===== config.mk =====
export PLATFORM = sky130hd
export DESIGN_NAME = cmd_decoder
export DESIGN_NICKNAME = d
export VERILOG_FILES = /design/src/rtl/cmd_decoder.sv
export SDC_FILE = /design/constraint.sdc
export NUM_CORES = 1
export LEC_CHECK = 0
export ABC_CLOCK_PERIOD_IN_PS = 1400
export BUFFER_PORTS_ARGS = -buffer_cell sky130_fd_sc_hd__buf_2
export CORE_AREA = 2 2 75 77
export DETAILED_ROUTE_END_ITERATION = 6
export DIE_AREA = 0 0 77 79
export GPL_TIMING_DRIVEN = 1
export HOLD_SLACK_MARGIN = 0.06
export PLACE_DENSITY = 0.74
export SYNTH_ARGS = -nofsm -noshare
export SYNTH_HDL_FRONTEND = slang
export SYNTH_SLANG_ARGS = --single-unit

===== constraint.sdc =====
create_clock -name clk -period 1.4 [get_ports clk]
set_input_delay 0.07 -clock clk [delete_from_list [all_inputs] [get_ports clk]]
set_output_delay 0.07 -clock clk [all_outputs]
set_load 0.005 [all_outputs]

===== src/rtl/cmd_decoder.sv =====
// Command execution stage: decodes W/R triplets from the UART collector, drives
// the register-file port and emits one OK/DATA/ERR response pulse per command.
module cmd_decoder #(
  parameter int         NUM_REGS        = 16,
  parameter int         REG_AW          = 4,
  parameter logic [7:0] CMD_WRITE       = 8'h57,
  parameter logic [7:0] CMD_READ        = 8'h52,
  parameter logic [7:0] ERR_UNKNOWN_CMD = 8'h01,
  parameter logic [7:0] ERR_BAD_ADDR    = 8'h02
) (
  input  logic              clk,
  input  logic              rst,
  input  logic              cmd_ready,
  input  logic [7:0]        cmd,
  input  logic [7:0]        addr,
  input  logic [7:0]        data,
  input  logic [7:0]        reg_rd_data,
  output logic              reg_wr_en,
  output logic [REG_AW-1:0] reg_addr,
  output logic [7:0]        reg_wr_data,
  output logic              resp_ok,
  output logic              resp_data,
  output logic              resp_err,
  output logic [7:0]        resp_addr,
  output logic [7:0]        resp_data_byte,
  output logic [7:0]        resp_err_code
);

  typedef enum logic [1:0] {IDLE, DECODE, READ} state_t;

  state_t             state, state_n;
  logic [7:0]         cmd_q, addr_q, data_q;
  logic [7:0]         cmd_n, addr_n, data_n;
  logic               reg_wr_en_n, resp_ok_n, resp_data_n, resp_err_n;
  logic [REG_AW-1:0]  reg_addr_n;
  logic [7:0]         reg_wr_data_n, resp_addr_n, resp_data_byte_n, resp_err_code_n;
  logic               addr_bad;

  // Any bit above the register index means the address is out of range.
  assign addr_bad = |addr_q[7:REG_AW];

  always_ff @(posedge clk or negedge rst) begin
    if (!rst) begin
      state          <= IDLE;
      cmd_q          <= '0;
      addr_q         <= '0;
      data_q         <= '0;
      reg_wr_en      <= 1'b0;
      reg_addr       <= '0;
      reg_wr_data    <= '0;
      resp_ok        <= 1'b0;
      resp_data      <= 1'b0;
      resp_err       <= 1'b0;
      resp_addr      <= '0;
      resp_data_byte <= '0;
      resp_err_code  <= '0;
    end else begin
      state          <= state_n;
      cmd_q          <= cmd_n;
      addr_q         <= addr_n;
      data_q         <= data_n;
      reg_wr_en      <= reg_wr_en_n;
      reg_addr       <= reg_addr_n;
      reg_wr_data    <= reg_wr_data_n;
      resp_ok        <= resp_ok_n;
      resp_data      <= resp_data_n;
      resp_err       <= resp_err_n;
      resp_addr      <= resp_addr_n;
      resp_data_byte <= resp_data_byte_n;
      resp_err_code  <= resp_err_code_n;
    end
  end

  always_comb begin
    state_n          = state;
    cmd_n            = cmd_q;
    addr_n           = addr_q;
    data_n           = data_q;
    reg_wr_en_n      = 1'b0;
    resp_ok_n        = 1'b0;
    resp_data_n      = 1'b0;
    resp_err_n       = 1'b0;
    reg_addr_n       = reg_addr;
    reg_wr_data_n    = reg_wr_data;
    resp_addr_n      = resp_addr;
    resp_data_byte_n = resp_data_byte;
    resp_err_code_n  = resp_err_code;
    case (state)
      IDLE: begin
        if (cmd_ready) begin
          cmd_n   = cmd;
          addr_n  = addr;
          data_n  = data;
          state_n = DECODE;
        end
      end
      DECODE: begin
        resp_addr_n = addr_q;
        state_n     = IDLE;
        if (cmd_q != CMD_WRITE && cmd_q != CMD_READ) begin
          resp_err_n      = 1'b1;
          resp_err_code_n = ERR_UNKNOWN_CMD;
        end else if (addr_bad) begin
          resp_err_n      = 1'b1;
          resp_err_code_n = ERR_BAD_ADDR;
        end else if (cmd_q == CMD_WRITE) begin
          reg_wr_en_n   = 1'b1;
          reg_addr_n    = addr_q[REG_AW-1:0];
          reg_wr_data_n = data_q;
          resp_ok_n     = 1'b1;
        end else begin
          // Present the address now; the file's combinational read settles for READ.
          reg_addr_n = addr_q[REG_AW-1:0];
          state_n    = READ;
        end
      end
      READ: begin
        resp_data_byte_n = reg_rd_data;
        resp_data_n      = 1'b1;
        state_n          = IDLE;
      end
      default: state_n = IDLE;
    endcase
  end

endmodule


# Yosys cells after proc, flatten, opt, wreduce, memory -nomap -nowiden
# Cells that the tools add are included.
[totals] out_inout_bits=40 ff_bits=65 romBits=0 latch_bits=0 wordCells=43 ram_bits=0 memories=0
[classes] mux=15 n_eq_ne=6 bitwise_logic=2 n_mul=0 n_shift=0 div_mod_pow=0 n_lt_le_gt_ge=0 n_addsub=0 reduce_logical=8
[ops] operator="$mux W8" n=2
[ops] operator="$ne A8 B7 Y1 const B" n=2
[ops] operator="$eq A8 B7 Y1 const B" n=1
[ops] operator="$mux W1" n=8
[ops] operator="$mux W2" n=4
[ops] operator="$pmux W2 S2" n=1
[ops] operator="$reduce_and A2 Y1" n=2
[ops] operator="$reduce_and A4 Y1" n=1
[ops] operator="$reduce_or A4 Y1" n=1
[ops] operator="$reduce_and A3 Y1" n=1
[ops] operator="$eq A2 B1 Y1 const B" n=1
[ops] operator="$eq A2 B2 Y1 const B" n=1
[ops] operator="$logic_not A2 Y1" n=1
[ops] operator="$ne A2 B2 Y1 const B" n=1
[ops] operator="$not A1 Y1" n=2
[ops] operator="$reduce_bool A2 Y1" n=1
[ops] operator="$logic_and A1 B1 Y1" n=1

# Logic depth before layout (Yosys ltp)
# Gate-level depths: netlist (run 1).
[logic_depth] ltp_word=5 mapped_depth=4 ltp_nobuf=3

# Least setup slack after synthesis (run 1)
# OpenSTA, ideal clock, no wires.
[synth_path] path_type="register to register" from="reg state[1]" to="reg addr_q[0]" synth_period_minus_slack_ns=1.499 arrival_ns=1.374 setup_slack_ns=-0.099 stages_incl_launch_ff=4 setup_time_ns=0.125 path_buffers=1 path_cell_list="dfrtp_1 nor3b_2 buf_2 mux2_2"
[synth_between] elab_chain_cells=2
[synth_rtl] item="start: declaration" line_no="31" rtl="state_t state, state_n;"
[synth_rtl] item="start signal: assignment" line_no="58" rtl="state <= state_n;"
[synth_rtl] item="$logic_not A2 Y1" line_no="88" rtl="case (state)"
[synth_rtl] item="$reduce_and A2 Y1 (no source line)"
[synth_rtl] item="end signal: assignment" line_no="60" rtl="addr_q <= addr_n;"
[synth_rtl] item="end: declaration" line_no="32" rtl="logic [7:0] cmd_q, addr_q, data_q;"
# Every way passes these cells.
# A chain may end at the register's enable or synchronous reset.

# Worst setup path in the final report (run 1)
[layout_path] from="reg addr_q[5]" to="reg reg_addr[1]"
[layout_between] elab_chain_cells=3
[layout_rtl] item="$reduce_or A4 Y1" line_no="40" rtl="assign addr_bad = |addr_q[7:REG_AW];"
[layout_rtl] item="$not A1 Y1 (no source line)"
[layout_rtl] item="$reduce_and A3 Y1 (no source line)"
[layout_rtl] item="end signal: assignment" line_no="63" rtl="reg_addr <= reg_addr_n;"
[layout_rtl] item="end: declaration" line_no="19" rtl="output logic [REG_AW-1:0] reg_addr,"
# Every way passes these cells.

==> results of run 1 <==
[how the worst min path moves through the flow]
stage	from	end	slack [ps]
after global routing	rst	resp_addr[4]$_DFFE_PN0P_	260
after CTS	cmd_ready	state[0]$_DFFE_PN0P_	190
after floorplan	rst	addr_q[0]$_DFFE_PN0P_	-230
final	rst	addr_q[5]$_DFFE_PN0P_	230
after global placement	rst	resp_addr[5]$_DFFE_PN0P_	60
after detailed placement	rst	resp_addr[4]$_DFFE_PN0P_	60
[power breakdown]
group	total, mW	internal, mW	switching [mW]	leakage (nW)
sequential	2.02	1.88	0.130	0.741
combinational	0.691	0.453	0.238	1.02
clock	1.35	0.735	0.612	0.0905
[worst reg2reg max path, delay by kind of cell (launching register included)]
kind | cells | cell delay (ps)
mux | 1 | 270
buf+inv | 2 | 350
simple gates | 2 | 370
flops | 1 | 410
[repair_timing]
action                                  CTS  global route
setup buffers                             4             4
gates resized for setup                   0            25
pin swaps                                 3             2
endpoints found under the setup margin   12            32
gates cloned                              1             3
hold buffers                             33             0
endpoints found under the hold margin    51             0
[through the flow]
step | hold WS, ps | instance area [µm²] | setup WS [ps] | setup TNS (ps)
CTS | 186 | 3380 | -92.1 | -646
global route | 260 | 3560 | -173 | -2360
global placement | 60.0 | 2840 | -94.7 | -924
detailed placement | 64.3 | 2840 | -149 | -1280
finish | 228 | 3560 | -113 | -1050
floorplan | -226 | 2360 | -61.6 | -524
[cells in the mapped netlist, drive strengths merged, types with 2 or more instances]
master / count
and4b: 3
nand2b: 2
nor2: 2
mux2: 52
a31oi: 2
and2: 2
nand4: 2
buf: 11
dfrtp: 59
[cell families after synthesis]
kind of cell,count (synthesis),share of synthesized area (%)
AND/OR/NAND/NOR,15,6.30
flip-flops,59,63.5
XOR/XNOR,1,0.377
other,1,0.161
multiplexers,52,25.2
buffers and inverters,12,3.28
AO/OA/AOI/OAI,4,1.18
[routing by layer]
| metal | share of wire, % | vias to the layer above |
|---|---|---|
| met3 | 4.9 | 7 |
| met4 | 1.2 | 0 |
| met1 | 45 | 819 |
| li1 | - | 771 |
| met5 | 0 | - |
| met2 | 49 | 44 |
[sequential cells by signal (all words and copies together) (netlist names)]
register and count:
cmd_q 8, resp_addr 8, addr_q 8, data_q 8, reg_addr 4, resp_data_byte 8, reg_wr_data 8, resp_data 1
resp_err_code 2, state 2, resp_err 1, resp_ok 1
[layout make-up]
class	count	area share, %
sequential	59	41.5
timing repair buffer	125	26.0
multi-input combinational	79	25.1
clock buffer	14	4.56
tap	72	2.53
clock inverter	2	0.281
inverter	1	0.105
==> impl_metrics.json, run 1 <==
{
  "num_antenna_cells": 0,
  "route.vias.total": 1641,
  "core-area_um2": 5340,
  "yosysWarnings": 0,
  "power-per-cell-area_nw_per_um2": 1140,
  "clkTransAtPathRegs_ps": 70,
  "post_drt_wl_per_cell_um": 14.5,
  "synth-seq-cells": 59,
  "criticalPathCategory": "reg -> reg",
  "startpoint": "addr_q[5]$_DFFE_PN0P_",
  "worst_r2r_endpoint": "reg_addr[1]$_DFFE_PN0P_",
  "post_route_cells_drive_above_1_share_pct": 59.3,
  "worst_skew_pair.late_latency_ps": 330,
  "drt-total-wl_um": 5090,
  "fin_nets": 310,
  "std_cell_rows": 27,
  "ys_types": 21,
  "synthFlopType": "sky130_fd_sc_hd__dfrtp_1",
  "regArea_um2": 1480,
  "grt_pass1_vias": 1618,
  "final.setup_skew_ps": 7.87,
  "clock_tree.buffer_depth": 2,
  "path_buf_inv": 2,
  "syn-instance-count": 144,
  "setup_viol_count_final": 29,
  "required_time_at_the_endpoint_of_the_critical_path_ps": 1610,
  "average_cell_area_after_synthesis_um2": 16.1,
  "irDropWorstVdd_mv": 0.957,
  "violated_checks": "setup timing",
  "period_minus_slack_ps": 1510,
  "ios": 75,
  "seq_area_frac_synth_pct": 63.5,
  "path_class_of_the_lowest_slack_min_delay_path": "in -> async",
  "worst_ep_arrival_time_ps": 1720,
  "post-route-period-util_pct": 108,
  "floorplan.die.width_um": 77,
  "synth_enable_flop_cells": 0,
  "crit-reg2reg-launch": "addr_q[5]$_DFFE_PN0P_",
  "layout.cells.non_filler": 352,
  "drt_first_iter_violations": 29,
  "max_cap_violations": 0,
  "post_drt_via_cell_ratio": 4.66,
  "floorplan.initialDensity_pct": 43.6,
  "total_power_mw": 4.05,
  "finish.utilization_pct": 66.8,
  "cts.sinks": 59,
  "io_buffer_count": 68,
  "achievable-frequency_mhz": 661,
  "detailed_place_hpwl_um": 3120,
  "timing.critical_path.depth": 5,
  "clock-root-buffer": "sky130_fd_sc_hd__clkbuf_8",
  "critical-path-top-delay-family": "flip-flops",
  "grt_start_max_net_pins": 27,
  "most-common-layout-cells": "sky130_fd_sc_hd__buf_2, sky130_fd_sc_hd__dfrtp_1, sky130_fd_sc_hd__dlygate4sd3_1",
  "setup_ws_ps": -113,
  "use_met2_pct": 26.4,
  "antenna_left": 0,
  "die_h_um": 79,
  "netlist_top_cells_area": "sky130_fd_sc_hd__dfrtp_1, sky130_fd_sc_hd__mux2_2, sky130_fd_sc_hd__buf_4",
  "crit_path_cell_trace": "nor4_4, buf_4, nand4_1, buf_6, mux2_2",
  "cts_tree": "yes",
  "nature_of_the_critical_path_endpoint": "register",
  "worstRegToRegCells": 5,
  "antenna_violations_before_repair": 0,
  "worst-path-max-fanout": 4,
  "cts_inserted_buffers": 9,
  "timing_hold_violations_final": 0,
  "outcome": "finished with violations",
  "synth_top_area_share_pct": 63.5,
  "most_frequent_standard_cell_in_the_layout_excluding_fill_and_tap_cells": "sky130_fd_sc_hd__buf_2",
  "drtPass1Iterations": 4,
  "met3_usage_pct": 6.14,
  "layout_overhead_on_the_synthesized_area_pct": 53.3,
  "asyncSetResetFlopFracSynth_pct": 100,
  "met1_usage_pct": 20.4,
  "congestion_overflow_gr": 0,
  "critPathMaxStageDelay_ps": 410,
  "htree_num_levels": 3,
  "place_inst": 291,
  "cp-endpoint": "reg_addr[1]$_DFFE_PN0P_",
  "die_area_um2": 6080,
  "setup_repair_after_global_routing_missed_its_margin": "yes",
  "worst_setup_path_start_kind": "register",
  "grt_util_all_layers_pct": 16.3,
  "setup_slack_on_the_worst_flop_to_flop_path_ps": -110,
  "global_route.peak_usage_layer": "met2",
  "global_route_wire_length_before_repair_um": 7550,
  "critPathSlowestCell": "sky130_fd_sc_hd__dfrtp_1",
  "power.leakage_nw": 1.85,
  "post-route-drc-count": 0,
  "multi_input_area_um2": 893,
  "cell_area_after_synthesis_um2": 2320,
  "synth.largest_area_cell": "sky130_fd_sc_hd__dfrtp_1",
  "place.gp.congestion": 0.743,
  "report.final.slew_viol_count": 0,
  "fill_cells": 417
}
Power figures use the tool's default switching activity.
==> inputs of run 2 (changes only) <==
Settings changed: ABC_CLOCK_PERIOD_IN_PS 1400 to 1750, PLACE_DENSITY 0.74 to 0.71.
Clock period 1.4 ns to 1.75 ns, I/O delays scaled along.
==> run 2 against run 1 <==
The flow now finishes without violations. Register-to-register slack improved by 300 ps. Clock skew fell by 1.1 ps. Largest cell class unchanged. Combinational power fell by 41%. Cell area fell by 7.9%. Non-clock buffer count fell by 19. First-iteration DRC count rose by 41%. Utilization fell by 5.3 points. Highest routed layer unchanged. Final cell count fell by 6.0%.
==> impl_metrics.json, run 2 (synthesis gave the netlist of run 1 again) <==
{
  "comb_power_share_pct": 12.8,
  "setup_ws_ps": 190,
  "grt_util_all_layers_pct": 16.5,
  "multi_input_area_um2": 797,
  "outcome": "finished clean",
  "cts.sinks": 59,
  "max_cap_violations": 0,
  "crit-reg2reg-launch": "addr_q[5]$_DFFE_PN0P_",
  "die_h_um": 79,
  "most_frequent_standard_cell_in_the_layout_excluding_fill_and_tap_cells": "sky130_fd_sc_hd__buf_2",
  "place_worst_setup_slack_ps": 158,
  "cts_post_setup_buffers_inserted": 0,
  "clockPowerShare_pct": 37.3,
  "min-delay-start": "cmd_ready",
  "irDropWorstVdd_mv": 0.688,
  "worst-path-max-fanout": 6,
  "criticalPathCategory": "reg -> reg",
  "required_time_at_the_endpoint_of_the_critical_path_ps": 1960,
  "max_slew.worst_pin.slew_ps": 570,
  "worst_ep_arrival_time_ps": 1770,
  "core-area_um2": 5340,
  "die_area_um2": 6080,
  "post-route-period-util_pct": 89.1,
  "regArea_um2": 1480,
  "post_route_cells_drive_above_1_share_pct": 55.6,
  "worst_setup_path_start_kind": "register",
  "grt_start_max_net_pins": 27,
  "io_buffer_count": 68,
  "cts_inserted_buffers": 9,
  "grt_pass1_vias": 1677,
  "std_cell_rows": 27,
  "report.final.slew_viol_count": 0,
  "setup_repair_after_global_routing_missed_its_margin": "no",
  "power.leakage_nw": 1.66,
  "power-per-cell-area_nw_per_um2": 979,
  "post_drt_wl_per_cell_um": 13.7,
  "worst_skew_pair.late_latency_ps": 330,
  "startpoint": "addr_q[5]$_DFFE_PN0P_",
  "setup_viol_count_final": 0,
  "htree_num_levels": 3,
  "cellInternalPower_mw": 2.49,
  "post-route-drc-count": 0,
  "floorplan.initialDensity_pct": 43.6,
  "netSwitchingPower_uw": 722,
  "num_antenna_cells": 0,
  "cts_tree": "yes",
  "totalNegativeSetupSlack_ps": 0,
  "achievable-frequency_mhz": 641,
  "pwr-share-seq_pct": 49.9,
  "most-common-layout-cells": "sky130_fd_sc_hd__buf_2, sky130_fd_sc_hd__dfrtp_1, sky130_fd_sc_hd__mux2_2",
  "place_inst": 283,
  "timing_hold_violations_final": 0,
  "layout_overhead_on_the_synthesized_area_pct": 41.2,
  "congestion_overflow_gr": 0,
  "path_class_of_the_lowest_slack_min_delay_path": "in -> reg",
  "post_drt_via_cell_ratio": 4.60,
  "antenna_violations_before_repair": 0,
  "final.setup_skew_ps": 6.75,
  "drt_first_iter_violations": 41,
  "route.vias.total": 1522,
  "place.gp.congestion": 0.713,
  "drt-total-wl_um": 4540,
  "floorplan.die.width_um": 77,
  "period_minus_slack_ps": 1560,
  "global_route_wire_length_before_repair_um": 7650,
  "layout.cells.non_filler": 331,
  "clock_tree.buffer_depth": 2,
  "setup_slack_on_the_worst_flop_to_flop_path_ps": 190,
  "clkTransAtPathRegs_ps": 60,
  "detailed_place_hpwl_um": 2960,
  "antenna_left": 0,
  "nature_of_the_critical_path_endpoint": "register",
  "drtPass1Iterations": 4,
  "power_switching_share_pct": 22.5,
  "clock-root-buffer": "sky130_fd_sc_hd__clkbuf_8",
  "ios": 75,
  "fin_nets": 290,
  "fill_cells": 415,
  "hold-worst-slack_ps": 233,
  "slew_headroom_pct": 62.0
}
[run 2: cell types whose count changed in the layout (fill, tap and decap cells not counted)]
cell,delta
sky130_fd_sc_hd__buf_8,-1
sky130_fd_sc_hd__buf_6,-2
sky130_fd_sc_hd__buf_12,-1
sky130_fd_sc_hd__mux2_2,+20
sky130_fd_sc_hd__nand4_4,-1
sky130_fd_sc_hd__bufinv_16,+1
sky130_fd_sc_hd__buf_4,-13
sky130_fd_sc_hd__mux2_4,-20
sky130_fd_sc_hd__clkbuf_16,-2
sky130_fd_sc_hd__clkbuf_1,-1
sky130_fd_sc_hd__dfrtp_2,-2
sky130_fd_sc_hd__clkinv_2,-1
sky130_fd_sc_hd__dfrtp_1,+2
[run 2: cell type report]
class | count | area share (%)
flip-flops and latches | 59 | 45.0
multi-input cells | 78 | 24.3
repair buffers | 106 | 22.0
clock buffers | 13 | 4.84
well taps | 72 | 2.74
clock inverters | 2 | 1.07
inverters | 1 | 0.114
[run 2: what timing repair did]
action,4_1_cts,5_1_grt
resized for setup,0,0
endpoints found under the setup margin,0,0
hold buffers,33,0
endpoints found under the hold margin,56,0
[run 2: power by group through the flow]
stage | clock network, mW | registers [mW] | logic [mW]
final | 1.20 | 1.60 | 0.410
after global routing | 1.31 | 1.62 | 0.453
after CTS | 1.24 | 1.61 | 0.414
after detailed placement | 0 | 1.63 | 0.358
after global placement | 0 | 1.62 | 0.349
after floorplan | 0 | 1.61 | 0.203
[run 2: critical path, cell delays in order, from the launching register on]
cell and delay (ps):
sky130_fd_sc_hd__dfrtp_1 410, sky130_fd_sc_hd__nor4_4 420, sky130_fd_sc_hd__nand4_1 270, sky130_fd_sc_hd__mux2_2 330
[run 2: metal layers]
metal	track usage, %	wire length (µm)	vias to the layer above
li1	-	-	722
met1	19.0	2000	732
met2	27.4	2170	61
met3	5.68	296	7
met4	8.75	76	0
met5	0	0	-
[run 2: final timing paths]
| check | endpoint | cells after the start |
|---|---|---|
| min in group asynchronous | resp_data_byte[2]$_DFFE_PN0P_ | 2 |
| min reg2reg | resp_data_byte[0]$_DFFE_PN0P_ | 1 |
| max | reg_addr[2]$_DFFE_PN0P_ | 3 |
| max reg2reg | reg_addr[2]$_DFFE_PN0P_ | 3 |
| min | state[0]$_DFFE_PN0P_ | 3 |
| max in group asynchronous | cmd_q[7]$_DFFE_PN0P_ | 3 |
[run 2: through the flow]
stage          utilization, %  instance area (µm²)  power (mW)
6_report                 61.5                 3280        3.21
5_1_grt                  61.5                 3280        3.39
4_1_cts                  61.5                 3280        3.26
3_5_place_dp             51.7                 2760        1.99
3_3_place_gp             51.7                 2760        1.97
2_1_floorplan               -                 2340        1.82
==> inputs of run 3 (changes only) <==
Settings changed: CORE_AREA 2 2 75 77 to 2 2 72 74, DIE_AREA 0 0 77 79 to 0 0 74 76, PLACE_DENSITY 0.71 to 0.76.
==> run 3 against run 2 <==
Final cell count down 0.30%. Wire length fell by 1.8%. Sequential cell count unchanged. Register-to-register slack is essentially flat. Clock power barely moved. Count of clock-buffer cells in the layout is 2 lower. Global-route usage rose by 0.86 points. Via count increased by 0.46%. Non-clock buffer count is the same. Critical path type unchanged. Critical endpoint is now reg_wr_data[5]$_DFFE_PN0P_.
==> impl_metrics.json, run 3 (synthesis gave the netlist of run 1 again) <==
{
  "outcome": "finished clean",
  "critPathSlowestCell": "sky130_fd_sc_hd__dfrtp_1",
  "std_cell_rows": 26,
  "slew_headroom_pct": 61.4,
  "setup_viol_count_final": 0,
  "post_drt_wl_per_cell_um": 13.5,
  "crit_path_cell_trace": "nor4b_4, nand4_2, mux2_2",
  "route.vias.total": 1529,
  "critPathMaxStageDelay_ps": 410,
  "report.final.slew_viol_count": 0,
  "global_route_wire_length_before_repair_um": 7270,
  "worst-path-max-fanout": 9,
  "total_power_mw": 3.22,
  "fin_nets": 290,
  "htree_num_levels": 3,
  "congestion_overflow_gr": 0,
  "achievable-frequency_mhz": 638,
  "power-per-cell-area_nw_per_um2": 979,
  "floorplan.initialDensity_pct": 47.3,
  "ios": 75,
  "max_cap_violations": 0,
  "postCtsResizedCells": 0,
  "max_slew.worst_pin.slew_ps": 579,
  "worst_skew_pair.late_latency_ps": 330,
  "clock-root-buffer": "sky130_fd_sc_hd__clkbuf_8",
  "drt_first_iter_violations": 44,
  "path_class_of_the_lowest_slack_min_delay_path": "in -> reg",
  "worst_ep_arrival_time_ps": 1780,
  "grt_start_max_net_pins": 60,
  "clock_tree.buffer_depth": 2,
  "cts.sinks": 59,
  "place_worst_setup_slack_ps": 159,
  "core-area_um2": 4910,
  "place.gp.congestion": 0.764,
  "post-route-period-util_pct": 89.6,
  "post-route-drc-count": 0,
  "cts_tree": "yes",
  "irDropWorstVdd_mv": 0.527,
  "required_time_at_the_endpoint_of_the_critical_path_ps": 1970,
  "io_buffer_count": 68,
  "power.leakage_nw": 1.66,
  "num_antenna_cells": 0,
  "die_h_um": 76,
  "worst_setup_path_start_kind": "register",
  "period_minus_slack_ps": 1570,
  "fill_cells": 341,
  "most-common-layout-cells": "sky130_fd_sc_hd__buf_2, sky130_fd_sc_hd__dfrtp_1, sky130_fd_sc_hd__mux2_2",
  "antenna_violations_before_repair": 0,
  "cts_inserted_buffers": 9,
  "post_route_cells_drive_above_1_share_pct": 56.2,
  "setup_ws_ps": 182,
  "most_frequent_standard_cell_in_the_layout_excluding_fill_and_tap_cells": "sky130_fd_sc_hd__buf_2",
  "die_area_um2": 5620,
  "layout_overhead_on_the_synthesized_area_pct": 41.6,
  "grt_util_all_layers_pct": 17.4,
  "final.setup_skew_ps": 9.15,
  "drt-total-wl_um": 4460,
  "grt_pass1_vias": 1587,
  "totalNegativeSetupSlack_ps": 0,
  "timing_hold_violations_final": 0,
  "drtPass1Iterations": 3,
  "antenna_left": 0,
  "setup_repair_after_global_routing_missed_its_margin": "no",
  "criticalPathCategory": "reg -> reg",
  "detailed_place_hpwl_um": 2790,
  "clkTransAtPathRegs_ps": 60,
  "nature_of_the_critical_path_endpoint": "register",
  "floorplan.die.width_um": 74,
  "post_drt_via_cell_ratio": 4.63
}
run 3: cell count changes in the layout (fill, tap and decap cells not counted), sizes merged:
cell / previous run / this run
clkbuf: 13 / 11
clkinv: 1 / 3
clkinvlp: 0 / 1
run 3: per-stage QoR:
step | instance area [µm²] | instances | hold slack [ps] | utilization (%)
final | 3290 | 330 | 225 | 67.0
after detailed placement | 2770 | 281 | 115 | 56.3
after global placement | 2770 | 281 | 113 | 56.3
after CTS | 3290 | 330 | 207 | 67.0
after global routing | 3290 | 330 | 215 | 67.0
after floorplan | 2340 | 149 | -208 | -
run 3: final timing paths:
path	slack, ps	cells after the start	from	to
min reg2reg	500	1	resp_addr[3]$_DFFE_PN0P_	resp_addr[3]$_DFFE_PN0P_
max	180	3	cmd_q[3]$_DFFE_PN0P_	reg_wr_data[5]$_DFFE_PN0P_
min	220	3	cmd_ready	state[0]$_DFFE_PN0P_
max in group asynchronous	1190	3	rst	addr_q[7]$_DFFE_PN0P_
max reg2reg	180	3	cmd_q[3]$_DFFE_PN0P_	reg_wr_data[5]$_DFFE_PN0P_
min in group asynchronous	290	3	rst	reg_wr_data[3]$_DFFE_PN0P_
run 3: critical path: cells and delay by family, from the launching register on:
kind          cells  cell delay, ps
simple gates      2             680
flops             1             410
mux               1             370
run 3: final cells by class:
| class | instances | area (µm²) | share of cell area (%) |
|---|---|---|---|
| clock buffer | 11 | 141 | 4.29 |
| tap | 70 | 87.6 | 2.66 |
| multi-input combinational | 78 | 797 | 24.2 |
| sequential | 59 | 1480 | 44.8 |
| timing repair buffer | 106 | 733 | 22.3 |
| inverter | 1 | 3.75 | 0.114 |
| clock inverter | 5 | 52.6 | 1.60 |
run 3: metal layers:
metal / GRT usage [%] / share of wire [%]
met5: 0 / 0
met4: 7.64 / 1.4
met3: 6.08 / 5.1
met2: 27.1 / 49
met1: 21.6 / 45
run 3: repair_timing:
action / CTS / global route
hold buffers: 33 / 0
setup endpoints to repair: 0 / 0
endpoints found under the hold margin: 91 / 0
buffers inserted: 0 / 0
run 3: power breakdown:
group	internal, mW	switching, mW	total, mW
combinational	0.265	0.152	0.417
sequential	1.51	0.0987	1.61
clock	0.688	0.512	1.20
